File: config.mk
export PLATFORM = sky130hd
export DESIGN_NAME = volume_ctrl_flat
export DESIGN_NICKNAME = d
export VERILOG_FILES = /design/src/rtl/volume_ctrl_if.sv /design/src/rtl/volume_ctrl.sv /design/src/flat_wrapper.sv
export SDC_FILE = /design/constraint.sdc
export NUM_CORES = 1
export LEC_CHECK = 0
export CAP_MARGIN = 20
export CORE_ASPECT_RATIO = 0.6
export CORE_MARGIN = 4
export CORE_UTILIZATION = 40
export CTS_CLUSTER_SIZE = 25
export DETAILED_ROUTE_END_ITERATION = 10
export PLACE_DENSITY = 0.63
export SYNTH_ARGS = -nofsm -noshare
export SYNTH_HDL_FRONTEND = slang
export SYNTH_SLANG_ARGS = --single-unit
File: constraint.sdc
create_clock -name clk -period 3.45 [get_ports clk]
set_input_delay 0.69 -clock clk [delete_from_list [all_inputs] [get_ports clk]]
set_output_delay 0.69 -clock clk [all_outputs]
set_load 0.05 [all_outputs]
File: src/rtl/volume_ctrl_if.sv
// Button-level inputs and volume status outputs of the volume controller.
// The slave side is the controller; the master side drives the buttons.
interface volume_ctrl_if #(
    parameter int WIDTH = 4
);
    logic             up;
    logic             down;
    logic             mute_btn;
    logic [WIDTH-1:0] level;
    logic             muted;
    logic [WIDTH-1:0] out_level;
    logic             step_up;
    logic             step_dn;

    modport master (
        output up, down, mute_btn,
        input  level, muted, out_level, step_up, step_dn
    );

    modport slave (
        input  up, down, mute_btn,
        output level, muted, out_level, step_up, step_dn
    );
endinterface

File: src/rtl/volume_ctrl.sv
// Saturating volume level controller with single-step press, hold/auto-repeat,
// up/down conflict blocking and a toggle mute that any step attempt cancels.
module volume_ctrl #(
    parameter int WIDTH         = 4,
    parameter int MAX_LEVEL     = 15,
    parameter int RESET_LEVEL   = 8,
    parameter int HOLD_CYCLES   = 8,
    parameter int REPEAT_CYCLES = 4
) (
    input logic          clk,
    input logic          n_reset,
    volume_ctrl_if.slave bus
);
    localparam int MAXC = (HOLD_CYCLES > REPEAT_CYCLES) ? HOLD_CYCLES : REPEAT_CYCLES;
    localparam int CW   = $clog2(MAXC);

    localparam logic [CW-1:0]    HOLD_LAST = CW'(HOLD_CYCLES - 1);
    localparam logic [CW-1:0]    REP_LAST  = CW'(REPEAT_CYCLES - 1);
    localparam logic [WIDTH-1:0] LVL_MAX   = WIDTH'(MAX_LEVEL);
    localparam logic [WIDTH-1:0] LVL_RST   = WIDTH'(RESET_LEVEL);

    typedef enum logic [1:0] {S_IDLE, S_HOLD, S_REPEAT, S_BLOCKED} state_e;

    state_e           state_q, state_d;
    logic [CW-1:0]    cnt_q, cnt_d;
    logic             dir_q, dir_d;      // 1 = up, 0 = down
    logic [WIDTH-1:0] level_q, level_d;
    logic             muted_q, muted_d;
    logic             mute_prev_q;
    logic             step_up_q, step_up_d;
    logic             step_dn_q, step_dn_d;

    logic step;
    logic latched;
    logic opposite;
    logic mute_rise;

    assign latched   = dir_q ? bus.up   : bus.down;
    assign opposite  = dir_q ? bus.down : bus.up;
    assign mute_rise = bus.mute_btn & ~mute_prev_q;

    always_comb begin
        state_d = state_q;
        cnt_d   = cnt_q;
        dir_d   = dir_q;
        step    = 1'b0;
        case (state_q)
            S_IDLE: begin
                if (bus.up ^ bus.down) begin
                    step    = 1'b1;
                    dir_d   = bus.up;
                    cnt_d   = '0;
                    state_d = S_HOLD;
                end else if (bus.up && bus.down) begin
                    state_d = S_BLOCKED;
                end
            end
            S_HOLD: begin
                // Release outranks a conflict, which outranks counter expiry.
                if (!latched) begin
                    state_d = S_IDLE;
                end else if (opposite) begin
                    state_d = S_BLOCKED;
                end else if (cnt_q == HOLD_LAST) begin
                    step    = 1'b1;
                    cnt_d   = '0;
                    state_d = S_REPEAT;
                end else begin
                    cnt_d = cnt_q + 1'b1;
                end
            end
            S_REPEAT: begin
                if (!latched) begin
                    state_d = S_IDLE;
                end else if (opposite) begin
                    state_d = S_BLOCKED;
                end else if (cnt_q == REP_LAST) begin
                    step  = 1'b1;
                    cnt_d = '0;
                end else begin
                    cnt_d = cnt_q + 1'b1;
                end
            end
            S_BLOCKED: begin
                if (!bus.up && !bus.down) state_d = S_IDLE;
            end
            default: state_d = S_IDLE;
        endcase
    end

    always_comb begin
        level_d   = level_q;
        step_up_d = 1'b0;
        step_dn_d = 1'b0;
        muted_d   = muted_q ^ mute_rise;
        if (step) begin
            // Any step attempt unmutes, even a saturated one.
            muted_d = 1'b0;
            if (dir_d) begin
                if (level_q < LVL_MAX) begin
                    level_d   = level_q + 1'b1;
                    step_up_d = 1'b1;
                end
            end else if (level_q != '0) begin
                level_d   = level_q - 1'b1;
                step_dn_d = 1'b1;
            end
        end
    end

    always_ff @(posedge clk) begin
        if (!n_reset) begin
            state_q     <= S_IDLE;
            cnt_q       <= '0;
            dir_q       <= 1'b0;
            level_q     <= LVL_RST;
            muted_q     <= 1'b0;
            mute_prev_q <= 1'b0;
            step_up_q   <= 1'b0;
            step_dn_q   <= 1'b0;
        end else begin
            state_q     <= state_d;
            cnt_q       <= cnt_d;
            dir_q       <= dir_d;
            level_q     <= level_d;
            muted_q     <= muted_d;
            mute_prev_q <= bus.mute_btn;
            step_up_q   <= step_up_d;
            step_dn_q   <= step_dn_d;
        end
    end

    assign bus.level     = level_q;
    assign bus.muted     = muted_q;
    assign bus.out_level = muted_q ? '0 : level_q;
    assign bus.step_up   = step_up_q;
    assign bus.step_dn   = step_dn_q;
endmodule

File: src/flat_wrapper.sv
// flat-port wrapper written by rule: the top's interface ports become plain ports
module volume_ctrl_flat 
#(
    parameter int WIDTH         = 4,
    parameter int MAX_LEVEL     = 15,
    parameter int RESET_LEVEL   = 8,
    parameter int HOLD_CYCLES   = 8,
    parameter int REPEAT_CYCLES = 4
)
  (clk, n_reset, bus_up, bus_down, bus_mute_btn, bus_level, bus_muted, bus_out_level, bus_step_up, bus_step_dn);
  volume_ctrl_if #(.WIDTH(WIDTH)) bus_i ();
  input logic clk;
  input logic n_reset;
  input wire logic [$bits(bus_i.up)-1:0] bus_up;
  input wire logic [$bits(bus_i.down)-1:0] bus_down;
  input wire logic [$bits(bus_i.mute_btn)-1:0] bus_mute_btn;
  output wire logic [$bits(bus_i.level)-1:0] bus_level;
  output wire logic [$bits(bus_i.muted)-1:0] bus_muted;
  output wire logic [$bits(bus_i.out_level)-1:0] bus_out_level;
  output wire logic [$bits(bus_i.step_up)-1:0] bus_step_up;
  output wire logic [$bits(bus_i.step_dn)-1:0] bus_step_dn;
  assign bus_i.up = bus_up;
  assign bus_i.down = bus_down;
  assign bus_i.mute_btn = bus_mute_btn;
  assign bus_level = bus_i.level;
  assign bus_muted = bus_i.muted;
  assign bus_out_level = bus_i.out_level;
  assign bus_step_up = bus_i.step_up;
  assign bus_step_dn = bus_i.step_dn;
  volume_ctrl #(.WIDTH(WIDTH), .MAX_LEVEL(MAX_LEVEL), .RESET_LEVEL(RESET_LEVEL), .HOLD_CYCLES(HOLD_CYCLES), .REPEAT_CYCLES(REPEAT_CYCLES)) u_core (.clk(clk), .n_reset(n_reset), .bus(bus_i));
endmodule
==> results.sh <==
export IMPL_die_y_um=46.4
export IMPL_vias=797
export IMPL_cts_buffers=3
export IMPL_cp_cell_sequence="clkdlybuf4s50_1, inv_1, ha_1, a21boi_1, nor2_1, buf_4, ha_1, a21oi_1, xnor2_1, and3_1, o21ai_1"
export IMPL_grt_use_total_pct=13.8
export IMPL_reg2reg_slack_ns=1.17
export IMPL_startpoint_type="primary input"
export IMPL_synthSimpleGateAreaFrac_pct=21.2
export IMPL_synth_distinct_cells=39
export IMPL_synth_area_leaders="dfxtp_1 (29%), ha_1 (18%), nor2b_1 (3.8%), xnor2_1 (3.6%), nor2_1 (3.4%)"
export IMPL_grt_setup_unrepaired="no"
export IMPL_cts_tree="yes"
export IMPL_r2r_end="u_core.bus.level[3]$_SDFFE_PN1P_"
export IMPL_n_antenna_cell=0
export IMPL_synth_adder_area_share_pct=19.9
export IMPL_drt_pre_antenna_iters=4
export IMPL_path_max_fanout=7
export IMPL_gr_total_overflow=0
export IMPL_crit_slowest_cell="clkdlybuf4s50_1"
export IMPL_cp_data_required_time_ns=3.58
export IMPL_synth_xor_area_share_pct=3.57
export IMPL_wl_per_cell_um=13.6
export IMPL_grt_max_degree=10
export IMPL_die_area_um2=3330
export IMPL_finalCritPeriodShare_pct=86.1
export IMPL_clk_pin_slew_ns=0.06
export IMPL_syn_avg_cell_area_um2=9.43
export IMPL_whs_path_depth=2
export IMPL_setup_worst_path_class="primary input to register"
export IMPL_finalHoldViolCount=0
export IMPL_core_rowCount=13
export IMPL_core_region_area_um2=2240
export IMPL_async_flop_share_pct=0
export IMPL_p_leak_uw=0.000522
export IMPL_synth_common_cells="dfxtp_1 (14), ha_1 (14), nor2_1 (9), inv_1 (8), nor2b_1 (6)"
export IMPL_start_util_pct=43.7
export IMPL_irDropWorstVdd_uv=400
export IMPL_htree_levels=1
export IMPL_place_ws_ns=0.239
export IMPL_status="complete, no violations"
export IMPL_finClkSkew_ns=0.00314
export IMPL_cts_setup_buffers=0
export IMPL_holdPathEnd="u_core.cnt_q[1]$_SDFFE_PN0P_"
export IMPL_wl_um=2090
export IMPL_postCtsResizedCells=0
export IMPL_drc=0
export IMPL_hold_start="u_core.cnt_q[1]$_SDFFE_PN0P_"
export IMPL_synth_top_area_cell="dfxtp_1"
export IMPL_cp_end_kind="register"
export IMPL_io_buffers=15
export IMPL_cts_max_path_buffers=2
export IMPL_synth_top_cell_area_share_pct=28.6
export IMPL_drive_gt1_share_pct=10.5
export IMPL_tightestPinTransition_ns=0.735
export IMPL_grt_pass1_wl_um=3480
export IMPL_max_clock_freq_mhz=336
export IMPL_finalSetupViolCount=0
export IMPL_ios=16
export IMPL_synth_compound_area_share_pct=17.1
export IMPL_synth_top_family_by_area="simple AND/OR/NAND/NOR gates"
export IMPL_gp_congestion=0.849
export IMPL_r2r_start="u_core.state_q[0]$_SDFFE_PN0P_"
export IMPL_yosys_warnings=0
export IMPL_ant_nets=0
export IMPL_grt_pass1_vias=757
export IMPL_clock_latency_ns=0.24
export IMPL_cap_violations=0
export IMPL_min_path_type="register to register"
export IMPL_antenna_found_initial=0
export IMPL_drt_iter0_drc=46
export IMPL_area_growth_pct=25.5
export IMPL_synth_seq_area_share_pct=28.6
export IMPL_crit_path_frequent_cell="ha_1"
export IMPL_die_w_um=71.9
export IMPL_routed_via_density=5.18
export IMPL_fill_cells=198
export IMPL_crit_arrival_ns=3.10
export IMPL_cts_root_buf="clkbuf_8"
export IMPL_relSlewSlack_pct=50.2
export IMPL_dp_hpwl_um=1640
export IMPL_synth_edff_count=0
export IMPL_reg2reg_depth=10
export IMPL_yosys_most_used_dff="dfxtp_1"
export IMPL_clock_sinks=14
export IMPL_muxShareOfSynthArea_pct=5.74
export IMPL_synth_nets=124
export IMPL_layout_setup_ws_ns=0.478
export IMPL_postSynthCellCount=104
export IMPL_power_density_nw_per_um2=901
export IMPL_max_stage_delay_ns=0.59
export IMPL_total_power_uw=1110
export IMPL_fin_nets=145
export IMPL_synthesis_area_um2=981
export IMPL_maxSlewViolCount=0
export IMPL_hold_buffers=0
export IMPL_fin_crit_ns=2.97
export IMPL_synth_seq_cells=14
export IMPL_setup_tns_ns=0
layer usage:
metal / global-route usage [%] / up-vias / wire length (um)
li1: - / 406 / -
met1: 18.6 / 375 / 1060
met2: 21.4 / 14 / 899
met3: 4.79 / 2 / 120
met4: 3.37 / 0 / 18
met5: 0 / - / 0
flip-flops by register name, summed over array words and instances (netlist names):
name and cells:
u_core.mute_prev_q 1, u_core.bus.level 4, u_core.bus.step_up 1, u_core.bus.step_dn 1, u_core.state_q 2, u_core.dir_q 1, u_core.bus.muted 1, u_core.cnt_q 3
cell type report:
cell class                      count  area [um2]  share of cell area, %
Clock buffer                        4        55.1                   4.47
Inverter                           10        38.8                   3.15
Multi-Input combinational cell     80         662                   53.8
Sequential cell                    14         280                   22.8
Tap cell                           30        37.5                   3.05
Timing Repair Buffer               16         158                   12.8
cell usage in the layout, fill, tap and decap left out, types with 2 or more instances in the layout:
cell / count
nor2b_1: 6
mux2i_1: 3
inv_1: 8
nand2b_1: 2
ha_1: 14
nor2_1: 9
clkdlybuf4s50_1: 15
clkbuf_8: 4
dfxtp_1: 14
xnor2_1: 4
a211oi_1: 2
and3_1: 3
o21ai_0: 2
or3_1: 2
nand2_1: 5
a21oi_1: 5
kinds of logic after synthesis:
family | Yosys count
DFF | 14
AOI/OAI and AO/OA | 20
and+or+nand+nor | 36
muxes | 5
adders and majority gates | 15
buffers and inverters | 10
xor gates and xnor gates | 4
through the flow:
stage | utilization, % | cell area [um2] | hold slack (ns) | cells
floorplan | - | 981 | 0.436 | 104
detailed placement | 52.4 | 1180 | 0.451 | 150
finish | 54.8 | 1230 | 0.455 | 154
CTS | 54.8 | 1230 | 0.460 | 154
global route | 54.8 | 1230 | 0.499 | 154
global placement | 52.4 | 1180 | 0.444 | 150
where the power goes:
part           switching, uW  internal, uW
clock network           57.9           101
logic                    413           272
registers               58.8           207
how the worst max path moves through the flow:
stage / start / to / slack [ns] / cells after the start
after global placement: bus_up / u_core.bus.level[3]$_SDFFE_PN1P_ / 0.36 / 11
after CTS: bus_up / u_core.bus.level[3]$_SDFFE_PN1P_ / 0.48 / 11
final: bus_up / u_core.bus.level[3]$_SDFFE_PN1P_ / 0.48 / 11
after global routing: bus_up / u_core.bus.level[3]$_SDFFE_PN1P_ / 0.26 / 11
after floorplan: bus_down / u_core.bus.level[3]$_SDFFE_PN1P_ / 0.84 / 10
after detailed placement: bus_up / u_core.bus.level[3]$_SDFFE_PN1P_ / 0.24 / 11
worst max-delay path, delay by kind of cell:
| family | cells | cell delay (ns) |
|---|---|---|
| xor+xnor | 1 | 0.17 |
| compound gates | 3 | 0.49 |
| fa+ha+maj | 2 | 0.62 |
| buf+inv | 3 | 0.83 |
| simple gates | 2 | 0.28 |
Note: power is estimated with default switching activity, not from simulation.
